<file path="src/rtl/arbitro_entrada_salida_pkg.sv">
// Shared definitions for the I/O port arbiter: FSM states and size constants.
// Latency: n/a (declarations only).
// Backpressure: n/a.
package io_arb_pkg;

  // Default widths of the processor I/O port.
  localparam int DIR_W_DEF   = 7;
  localparam int DATO_W_DEF  = 8;

  // Largest supported number of requesters.
  localparam int NUM_REQ_MAX = 8;

  // LIBRE -> ACCESO -> ESPERA -> LIBRE, one full I/O transaction per lap.
  typedef enum logic [1:0] {
    LIBRE  = 2'd0,
    ACCESO = 2'd1,
    ESPERA = 2'd2
  } estado_t;

  // Width of an index into a requester vector (at least one bit).
  function automatic int idx_w(input int n);
    return (n > 1) ? $clog2(n) : 1;
  endfunction

endpackage

</file>
<file path="src/rtl/arbitro_entrada_salida_if.sv">
// Bundle of the requester side and the I/O block side of the arbiter.
// Latency: n/a (wires only).
// Backpressure: requesters hold solicitud/escritura/direccion/dato until concesion.
// Ports: slave = arbiter view (takes requests and read data, drives grants,
//        completions and the I/O port); master = requesters plus I/O block.
interface arbitro_entrada_salida_if
  import io_arb_pkg::*;
#(
  parameter int NUM_REQ = 4,
  parameter int DIR_W   = DIR_W_DEF,
  parameter int DATO_W  = DATO_W_DEF
);

  // Requester side
  logic [NUM_REQ-1:0]        solicitud;
  logic [NUM_REQ-1:0]        escritura;
  logic [NUM_REQ*DIR_W-1:0]  direccion;
  logic [NUM_REQ*DATO_W-1:0] dato;
  logic [NUM_REQ-1:0]        concesion;
  logic [NUM_REQ-1:0]        listo;
  logic [DATO_W-1:0]         datoLeido;

  // I/O block side
  logic                      activarEntradaSalida;
  logic                      escribirEntradaSalida;
  logic [DIR_W-1:0]          direccionEntradaSalida;
  logic [DATO_W-1:0]         entradaEntradaSalida;
  logic [DATO_W-1:0]         salidaEntradaSalida;

  modport slave (
    input  solicitud, escritura, direccion, dato, salidaEntradaSalida,
    output concesion, listo, datoLeido,
           activarEntradaSalida, escribirEntradaSalida,
           direccionEntradaSalida, entradaEntradaSalida
  );

  modport master (
    output solicitud, escritura, direccion, dato, salidaEntradaSalida,
    input  concesion, listo, datoLeido,
           activarEntradaSalida, escribirEntradaSalida,
           direccionEntradaSalida, entradaEntradaSalida
  );

endinterface

</file>
<file path="src/rtl/arbitro_entrada_salida_selector.sv">
// One-hot winner select: first set request found scanning upward from inicio_i, wrapping.
// Latency: combinational.
// Backpressure: none; an empty request vector gives an all-zero grant.
// Ports: req_i request vector, inicio_i scan start index, gnt_o one-hot grant.
module selector_prioridad
  import io_arb_pkg::*;
#(
  parameter int NUM_REQ = 4,
  parameter int IDX_W   = idx_w(NUM_REQ)
) (
  input  logic [NUM_REQ-1:0] req_i,
  input  logic [IDX_W-1:0]   inicio_i,
  output logic [NUM_REQ-1:0] gnt_o
);

  logic             hallado;
  logic [IDX_W-1:0] idx;
  int               suma;

  always_comb begin
    gnt_o   = '0;
    hallado = 1'b0;
    idx     = '0;
    suma    = 0;
    for (int k = 0; k < NUM_REQ; k++) begin
      // Candidate (inicio_i + k) mod NUM_REQ without a divider.
      suma = int'(inicio_i) + k;
      if (suma >= NUM_REQ) begin
        suma = suma - NUM_REQ;
      end
      idx = IDX_W'(suma);
      if (!hallado && req_i[idx]) begin
        gnt_o[idx] = 1'b1;
        hallado    = 1'b1;
      end
    end
  end

endmodule

</file>
<file path="src/rtl/arbitro_entrada_salida.sv">
// Shares the single processor I/O port between NUM_REQ requesters, one 3-cycle transaction at a time.
// Latency: request in LIBRE at t -> concesion/activar at t+1, listo/datoLeido at t+3.
// Backpressure: requests arriving while busy wait (level-held) until the next LIBRE cycle.
// Ports: clk, reset (sync, active-high), bus (slave modport: requests, grants,
//        completions, read data and the I/O port).
// Build option: IO_ARB_ROUND_ROBIN_EN selects round-robin; undefined gives fixed priority.
module arbitro_entrada_salida
  import io_arb_pkg::*;
#(
  parameter int NUM_REQ = 4,
  parameter int DIR_W   = DIR_W_DEF,
  parameter int DATO_W  = DATO_W_DEF
) (
  input  logic                      clk,
  input  logic                      reset,
  arbitro_entrada_salida_if.slave   bus
);

  localparam int IDX_W = idx_w(NUM_REQ);

  if (NUM_REQ < 2 || NUM_REQ > NUM_REQ_MAX) begin : g_num_req_fuera_rango
    $error("NUM_REQ must be within 2..NUM_REQ_MAX");
  end

  estado_t             estado_q, estado_d;
  logic [NUM_REQ-1:0]  gnt_q, gnt_d;       // latched winner, one-hot
  logic [NUM_REQ-1:0]  listo_q, listo_d;
  logic                esc_q, esc_d;
  logic [DIR_W-1:0]    dir_q, dir_d;
  logic [DATO_W-1:0]   dat_q, dat_d;
  logic [DATO_W-1:0]   leido_q, leido_d;

  logic [NUM_REQ-1:0]  gnt_sel;
  logic [IDX_W-1:0]    inicio;
  logic                sel_esc;
  logic [DIR_W-1:0]    sel_dir;
  logic [DATO_W-1:0]   sel_dat;

`ifdef IO_ARB_ROUND_ROBIN_EN
  // Pointer holds the last winner; the scan starts one past it.
  logic [IDX_W-1:0]    ptr_q, ptr_d;
  logic [IDX_W-1:0]    sel_idx;

  assign inicio = (ptr_q == IDX_W'(NUM_REQ - 1)) ? '0 : ptr_q + 1'b1;

  always_comb begin
    sel_idx = '0;
    for (int i = 0; i < NUM_REQ; i++) begin
      if (gnt_sel[i]) begin
        sel_idx = IDX_W'(i);
      end
    end
  end

  // Only moves when a winner is taken, i.e. when a grant will follow.
  always_comb begin
    ptr_d = ptr_q;
    if (estado_q == LIBRE && |bus.solicitud) begin
      ptr_d = sel_idx;
    end
  end

  always_ff @(posedge clk) begin
    if (reset) begin
      ptr_q <= IDX_W'(NUM_REQ - 1);
    end else begin
      ptr_q <= ptr_d;
    end
  end
`else
  assign inicio = '0;
`endif

  selector_prioridad #(
    .NUM_REQ (NUM_REQ),
    .IDX_W   (IDX_W)
  ) u_selector (
    .req_i    (bus.solicitud),
    .inicio_i (inicio),
    .gnt_o    (gnt_sel)
  );

  // Winner's operands, selected by the one-hot grant.
  always_comb begin
    sel_esc = 1'b0;
    sel_dir = '0;
    sel_dat = '0;
    for (int i = 0; i < NUM_REQ; i++) begin
      if (gnt_sel[i]) begin
        sel_esc = sel_esc | bus.escritura[i];
        sel_dir = sel_dir | bus.direccion[i*DIR_W +: DIR_W];
        sel_dat = sel_dat | bus.dato[i*DATO_W +: DATO_W];
      end
    end
  end

  always_comb begin
    estado_d = estado_q;
    gnt_d    = gnt_q;
    listo_d  = '0;
    esc_d    = esc_q;
    dir_d    = dir_q;
    dat_d    = dat_q;
    leido_d  = leido_q;
    case (estado_q)
      LIBRE: begin
        if (|bus.solicitud) begin
          estado_d = ACCESO;
          gnt_d    = gnt_sel;
          esc_d    = sel_esc;
          dir_d    = sel_dir;
          dat_d    = sel_dat;
        end
      end
      ACCESO: begin
        estado_d = ESPERA;
      end
      ESPERA: begin
        estado_d = LIBRE;
        listo_d  = gnt_q;
        if (!esc_q) begin
          leido_d = bus.salidaEntradaSalida;
        end
      end
      default: begin
        estado_d = LIBRE;
      end
    endcase
  end

  always_ff @(posedge clk) begin
    if (reset) begin
      estado_q <= LIBRE;
      gnt_q    <= '0;
      listo_q  <= '0;
      esc_q    <= 1'b0;
      dir_q    <= '0;
      dat_q    <= '0;
      leido_q  <= '0;
    end else begin
      estado_q <= estado_d;
      gnt_q    <= gnt_d;
      listo_q  <= listo_d;
      esc_q    <= esc_d;
      dir_q    <= dir_d;
      dat_q    <= dat_d;
      leido_q  <= leido_d;
    end
  end

  // Strobe and grant only in ACCESO; port operands hold their last latched values.
  assign bus.activarEntradaSalida   = (estado_q == ACCESO);
  assign bus.concesion              = (estado_q == ACCESO) ? gnt_q : '0;
  assign bus.escribirEntradaSalida  = esc_q;
  assign bus.direccionEntradaSalida = dir_q;
  assign bus.entradaEntradaSalida   = dat_q;
  assign bus.listo                  = listo_q;
  assign bus.datoLeido              = leido_q;

endmodule
</file>
<file path="src/flat_wrapper.sv">
// flat-port wrapper written by rule: the top's interface ports become plain ports
module arbitro_entrada_salida_flat import io_arb_pkg::*;
#(
  parameter int NUM_REQ = 4,
  parameter int DIR_W   = DIR_W_DEF,
  parameter int DATO_W  = DATO_W_DEF
)
  (clk, reset, bus_solicitud, bus_escritura, bus_direccion, bus_dato, bus_salidaEntradaSalida, bus_concesion, bus_listo, bus_datoLeido, bus_activarEntradaSalida, bus_escribirEntradaSalida, bus_direccionEntradaSalida, bus_entradaEntradaSalida);
  arbitro_entrada_salida_if #(.NUM_REQ(NUM_REQ), .DIR_W(DIR_W), .DATO_W(DATO_W)) bus_i ();
  input  logic clk;
  input  logic reset;
  input wire logic [$bits(bus_i.solicitud)-1:0] bus_solicitud;
  input wire logic [$bits(bus_i.escritura)-1:0] bus_escritura;
  input wire logic [$bits(bus_i.direccion)-1:0] bus_direccion;
  input wire logic [$bits(bus_i.dato)-1:0] bus_dato;
  input wire logic [$bits(bus_i.salidaEntradaSalida)-1:0] bus_salidaEntradaSalida;
  output wire logic [$bits(bus_i.concesion)-1:0] bus_concesion;
  output wire logic [$bits(bus_i.listo)-1:0] bus_listo;
  output wire logic [$bits(bus_i.datoLeido)-1:0] bus_datoLeido;
  output wire logic [$bits(bus_i.activarEntradaSalida)-1:0] bus_activarEntradaSalida;
  output wire logic [$bits(bus_i.escribirEntradaSalida)-1:0] bus_escribirEntradaSalida;
  output wire logic [$bits(bus_i.direccionEntradaSalida)-1:0] bus_direccionEntradaSalida;
  output wire logic [$bits(bus_i.entradaEntradaSalida)-1:0] bus_entradaEntradaSalida;
  assign bus_i.solicitud = bus_solicitud;
  assign bus_i.escritura = bus_escritura;
  assign bus_i.direccion = bus_direccion;
  assign bus_i.dato = bus_dato;
  assign bus_i.salidaEntradaSalida = bus_salidaEntradaSalida;
  assign bus_concesion = bus_i.concesion;
  assign bus_listo = bus_i.listo;
  assign bus_datoLeido = bus_i.datoLeido;
  assign bus_activarEntradaSalida = bus_i.activarEntradaSalida;
  assign bus_escribirEntradaSalida = bus_i.escribirEntradaSalida;
  assign bus_direccionEntradaSalida = bus_i.direccionEntradaSalida;
  assign bus_entradaEntradaSalida = bus_i.entradaEntradaSalida;
  arbitro_entrada_salida #(.NUM_REQ(NUM_REQ), .DIR_W(DIR_W), .DATO_W(DATO_W)) u_core (.clk(clk), .reset(reset), .bus(bus_i));
endmodule
</file>
<file path="config.mk">
export PLATFORM = sky130hd
export DESIGN_NAME = arbitro_entrada_salida_flat
export DESIGN_NICKNAME = d
export VERILOG_FILES = /design/src/rtl/arbitro_entrada_salida_pkg.sv /design/src/rtl/arbitro_entrada_salida_if.sv /design/src/rtl/arbitro_entrada_salida_selector.sv /design/src/rtl/arbitro_entrada_salida.sv /design/src/flat_wrapper.sv
export SDC_FILE = /design/constraint.sdc
export NUM_CORES = 1
export LEC_CHECK = 0
export CORE_MARGIN = 3
export CORE_UTILIZATION = 40
export DETAILED_ROUTE_END_ITERATION = 8
export PLACE_DENSITY_LB_ADDON = 0.25
export SLEW_MARGIN = 30
export SYNTH_ARGS = -nofsm -noshare
export SYNTH_HDL_FRONTEND = slang
export SYNTH_SLANG_ARGS = --single-unit
</file>
<file path="constraint.sdc">
create_clock -name clk -period 2.2 [get_ports clk]
set_input_delay 0.22 -clock clk [delete_from_list [all_inputs] [get_ports clk]]
set_output_delay 0.22 -clock clk [all_outputs]
set_load 0.01 [all_outputs]
</file>
==> summary.txt <==
Run status
  • Outcome: finished, final reports clean

Global route
  • First-pass GRT wire length: 8190 um
  • Largest net degree at the start of global routing: 33
  • Routing usage on met1: 22.5%
  • Total track usage: 19.6%
  • Initial antenna violation count: 0
  • GRT met2 Usage: roughly a third
  • Vias in the first global route: 1853
  • M3 GR Usage: between 6 and 7%
  • Busiest grt layer: met2
  • Remaining global-route overflow: 0

Hold path
  • Worst min-delay path category: flip-flop to flip-flop
  • Hold path depth: 2

Placed design
  • Hpwl dp: around 4100 um
  • PortBufs: 110
  • Global placer's final weighted congestion: ~0.86
  • Dpl ws: -12.5 ps

Critical path
  • Crit Reg-Reg Startpoint: u_core.estado_q[1]
  • R2R cell count: 3
  • CP required: 2320 ps
  • CP peak stage delay: between 800 and 900 ps
  • Setup CP Type: input port to flip-flop
  • CP startpoint: bus_solicitud[1]
  • Crit path depth: 4
  • Family with the most delay on the worst path: simple AND/OR/NAND/NOR gates
  • FF-to-FF setup slack: around 580 ps
  • Critical path fanouts, max: 16
  • Crit-path cells: clkdlybuf4s50_1 > or4_1 > a21oi_1 > a311oi_1
  • Critical-path top delay cell: or4_1
  • CP arrival: 2050 ps
  • Startpoint Class: input port
  • Worst Setup EP: u_core.bus.entradaEntradaSalida[7]
  • Reg2reg end: u_core.bus.direccionEntradaSalida[4]
  • CP bufs+invs: 1
  • Setup crit end kind: flip-flop

Clock network
  • H-Tree Depth: 2
  • Reg clk slew, reported paths: about 70 ps
  • Clk sinks: 34
  • Post-cts resize count: 0
  • Cts bufs inserted: 5
  • Post-CTS Setup Repair Bufs: 0
  • CTS tree: done
  • Worst-Skew Late Latency: between 200 and 300 ps
  • Root Buffer: clkbuf_8
  • Hold buffers post-CTS: 0
  • CTS Buffer Depth: 2

Floorplan
  • IO Count: approximately 110
  • Die H: roughly 73 um
  • Core Box Area: between 0.004 and 0.005 mm2
  • Die X: 73.2 um
  • Row cnt: 23
  • Die area: approximately 0.0054 mm2
  • Effective utilization at floorplan: around 43%

STA
  • Setup Skew: between 4 and 5 ps
  • Final setup TNS: 0 ps
  • Min Tclk post-route: between 1500 and 2000 ps
  • Slew HR: a little under three fifths
  • Final worst slack: about 280 ps
  • Fin crit share: between 80 and 90%
  • Hold Violations, Final: 0
  • Max frequency: 520 MHz
  • Final setup violating endpoints: 0
  • Final slew viol count: 0
  • Tightest Pin Transition: 650 ps
  • Unrepaired setup endpoints after global routing: false

Routing
  • Final wirelength: ~5300 um
  • Vias per inst: 5.33
  • DR vias: 1981
  • Drt drc: 0
  • DR WL/cell: between 10 and 15 um
  • Antenna Nets Post-Route: 0
  • First-pass DRT Iterations: 5
  • Initial drt markers: between 70 and 80

Power and ir drop
  • PnR Total Power: around 1.6 mW
  • Peak supply drop: around 0.23 mV
  • Power per cell area: 545 mW/mm2
  • Leakage: between 1 and 1.5 nW

Synth
  • Post-Syn Instances: 214
  • Asr flop ratio synth: 0%
  • Most common library cells after synthesis: a21oi_1 (34), dfxtp_1 (34), nand2_1 (18), nand3b_1 (17)
  • Top FF cell, synth: dfxtp_1
  • Syn nets: roughly 290
  • Sequential fraction of the synthesis area: a little under two fifths
  • Post-synthesis cell type count: 24
  • Avg Synthesized Cell Area: about 8.4 um2
  • YS warnings: 0
  • Share of the synthesized area in the top cell type: 37.6%
  • Synth area leaders: dfxtp_1 (38%), a21oi_1 (9.4%), a22o_1 (7.8%), a311oi_1 (7.8%), nand3b_1 (7.1%)
  • Post-synth top area cell: dfxtp_1
  • FF+latch count, synth: 34
  • Cell Area, Synth: approximately 0.0018 mm2
  • EDFF count, synth: 0

Layout
  • Final design utilization: 72.5%
  • # diodes: 0
  • Layout cell share with drive strength beyond 1: under 10%
  • Area Overhead vs Synth: 67.3%
  • Final net count: between 300 and 400

Run
  • Max Cap Viol: 0
cells by family after synthesis:
| group | after synthesis | share of synthesized area, % |
|---|---|---|
| compound gates | 72 | 27.0 |
| buf+inv | 36 | 9.97 |
| flops | 34 | 37.6 |
| mux | 8 | 4.43 |
| simple gates | 64 | 21.0 |
worst register-to-register path, delay by kind of cell (launching register included):
| family | cells | cell delay, ps |
|---|---|---|
| AND/OR/NAND/NOR | 2 | 910 |
| flip-flops | 1 | 360 |
| AO/OA/AOI/OAI | 1 | 190 |
cells in the final DEF, fill, tap and decap left out, types with 2 or more instances in the layout:
| master | Yosys | final |
|---|---|---|
| a22o_1 | 16 | 16 |
| clkbuf_8 | 0 | 6 |
| a311oi_1 | 16 | 16 |
| and2_1 | 4 | 4 |
| clkdlybuf4s50_1 | 0 | 110 |
| o21ai_0 | 4 | 4 |
| dfxtp_1 | 34 | 34 |
| a21oi_2 | 2 | 2 |
| nand2_1 | 18 | 18 |
| nor2b_1 | 2 | 2 |
| and3_1 | 4 | 4 |
| a21oi_1 | 34 | 34 |
| nor2_1 | 12 | 11 |
| inv_1 | 16 | 16 |
| buf_4 | 0 | 10 |
| nand3b_1 | 17 | 17 |
| mux2i_1 | 8 | 8 |
sequential cells by signal, indices dropped and copies added, names as in the netlist:
| name | cells |
|---|---|
| u_core.bus.datoLeido | 8 |
| u_core.bus.entradaEntradaSalida | 8 |
| u_core.bus.direccionEntradaSalida | 7 |
| u_core.bus.listo | 4 |
| u_core.gnt_q | 4 |
| u_core.estado_q | 2 |
| u_core.bus.escribirEntradaSalida | 1 |
final cells by class:
class | instances | area [um2]
flip-flops and latches | 34 | 681
clock inverters | 1 | 5.00
well taps | 50 | 62.6
fillers | 349 | 1150
repair buffers | 120 | 1180
inverters | 16 | 60.1
clock buffers | 7 | 86.3
multi-input cells | 144 | 955
power breakdown:
part,switching [mW],internal [mW],leakage (nW),total (mW)
sequential,0.0317,0.666,0.280,0.698
clock,0.213,0.252,0.0482,0.466
combinational,0.194,0.292,0.834,0.486
total,0.439,1.21,1.16,1.65
layer usage:
metal	vias to the layer above	routed length (um)
met4	0	68
met1	905	2170
li1	987	-
met3	6	482
met2	83	2560
met5	-	0
worst min-delay path by stage:
| stage | slack (ps) | start | endpoint |
|---|---|---|---|
| after floorplan | 370 | bus_salidaEntradaSalida[0] | u_core.bus.datoLeido[0] |
| after global placement | 470 | u_core.gnt_q[0] | u_core.gnt_q[0] |
| after detailed placement | 480 | u_core.gnt_q[3] | u_core.gnt_q[3] |
| after CTS | 490 | u_core.gnt_q[3] | u_core.gnt_q[3] |
| after global routing | 520 | bus_direccion[26] | u_core.bus.direccionEntradaSalida[5] |
| final | 490 | u_core.bus.datoLeido[4] | u_core.bus.datoLeido[4] |
stage by stage:
stage          hold WS (ps)  instances  cell area, um2
4_1_cts                 493        372            3020
3_5_place_dp            484        364            2930
2_1_floorplan           367        214            1810
6_report                494        372            3030
3_3_place_gp            471        364            2930
5_1_grt                 524        372            3030
Note: power is estimated with default switching activity, not from simulation.
==> patch, RTL diff (same flow settings) <==
Set the package constant `DATO_W_DEF` to 10 (it was 8).
--- a/src/rtl/arbitro_entrada_salida_pkg.sv
+++ b/src/rtl/arbitro_entrada_salida_pkg.sv
@@ -6,5 +6,5 @@
   // Default widths of the processor I/O port.
   localparam int DIR_W_DEF   = 7;
-  localparam int DATO_W_DEF  = 8;
+  localparam int DATO_W_DEF  = 10;
 
   // Largest supported number of requesters.
Interface: changed (resized bus_dato, bus_datoLeido, bus_entradaEntradaSalida and bus_salidaEntradaSalida); port bits go from 111 to 125. The function was not compared with the original's and may differ.
==> patch against the unedited design <==
Count of clock-buffer cells in the layout did not move. Sequential cell count increased by 4. Synthesized area grew 13%. First-iteration DRC count up 29%. Clock skew increased by 0.00097 ns. Setup slack worse by 0.0080 ns. Largest cell class unchanged. Final area rose by 14%. Critical endpoint is now bus_concesion[3]. Total power rose by 11%. Fmax down 0.42%. Routed wire length up 15%. Core utilization decreased by 1.6 points.
==> patch: results (changes against the unedited design) <==
metric	value	unit	change
grt_max_degree	37		+12%
routed-wl-met2	2898	µm	+13%
synth_nets	328		+12%
nets	449		+13%
crit_end	bus_concesion[3]		
arrival	1.71	ns	-0.34 ns
comb_power_share	30.7	%	+1.3 points
powerSeq	0.784	mW	+12%
synthTopCellsByCount	dfxtp_1, a21oi_1, nand2_1, nand3b_1		
avgViaCountPerCell	5.121		-3.8%
crit_slowest_cell	clkdlybuf4s50_1		
met2_usage	32.62	%	-1.4 points
grt_pass1_wl	9846	µm	+20%
hold_slack	0.4896	ns	-0.004225 ns
muxShareOfSynthArea	4.881	%	+0.45 points
synth_area_leaders	dfxtp_1, a22o_1, a311oi_1		
outcome	finished, final reports clean		
grt_pass1_vias	2109		+14%
first_pass_iters	4		-1
drt-met1-wl	2591	µm	+19%
critPathMaxStageDelay	0.53	ns	-0.36 ns
port_buffers	124		+13%
wl	6084	µm	+15%
fin_skew	0.005446	ns	+0.0009686 ns
globalplace.congestion	0.7687		-10%
drive_gt1_share	9.669	%	+2.2 points
leakagePower	1.304	nW	+12%
min_to	u_core.bus.datoLeido[7]		
drt_iter0_markers	101		+29%
dpl.hpwl	4732	µm	+14%
[patch: cell count changes after synthesis, sizes merged, moves of 2 or more]
cell / unedited run / this run
a21oi: 36 / 40
nor3: 1 / 3
a22o: 16 / 18
nor2: 12 / 15
nand3b: 17 / 19
inv: 16 / 18
mux2i: 8 / 10
a311oi: 16 / 18
dfxtp: 34 / 38
clkbuf: 9 / 13
[patch: critical path, delay by kind of cell (launching register included)]
| family | cells | cell delay, ns |
|---|---|---|
| buffers and inverters | 1 | 0.53 |
| DFF | 1 | 0.41 |
| and+or+nand+nor | 2 | 0.49 |
[patch: area by class of cell]
cell class	count	area (µm²)	share of cell area [%]
multi-input cells	161	1097	31.90
clock inverters	1	5.005	0.1455
repair buffers	137	1339	38.92
clock buffers	7	86.33	2.510
well taps	67	83.83	2.437
inverters	18	67.56	1.964
flip-flops and latches	38	760.7	22.12
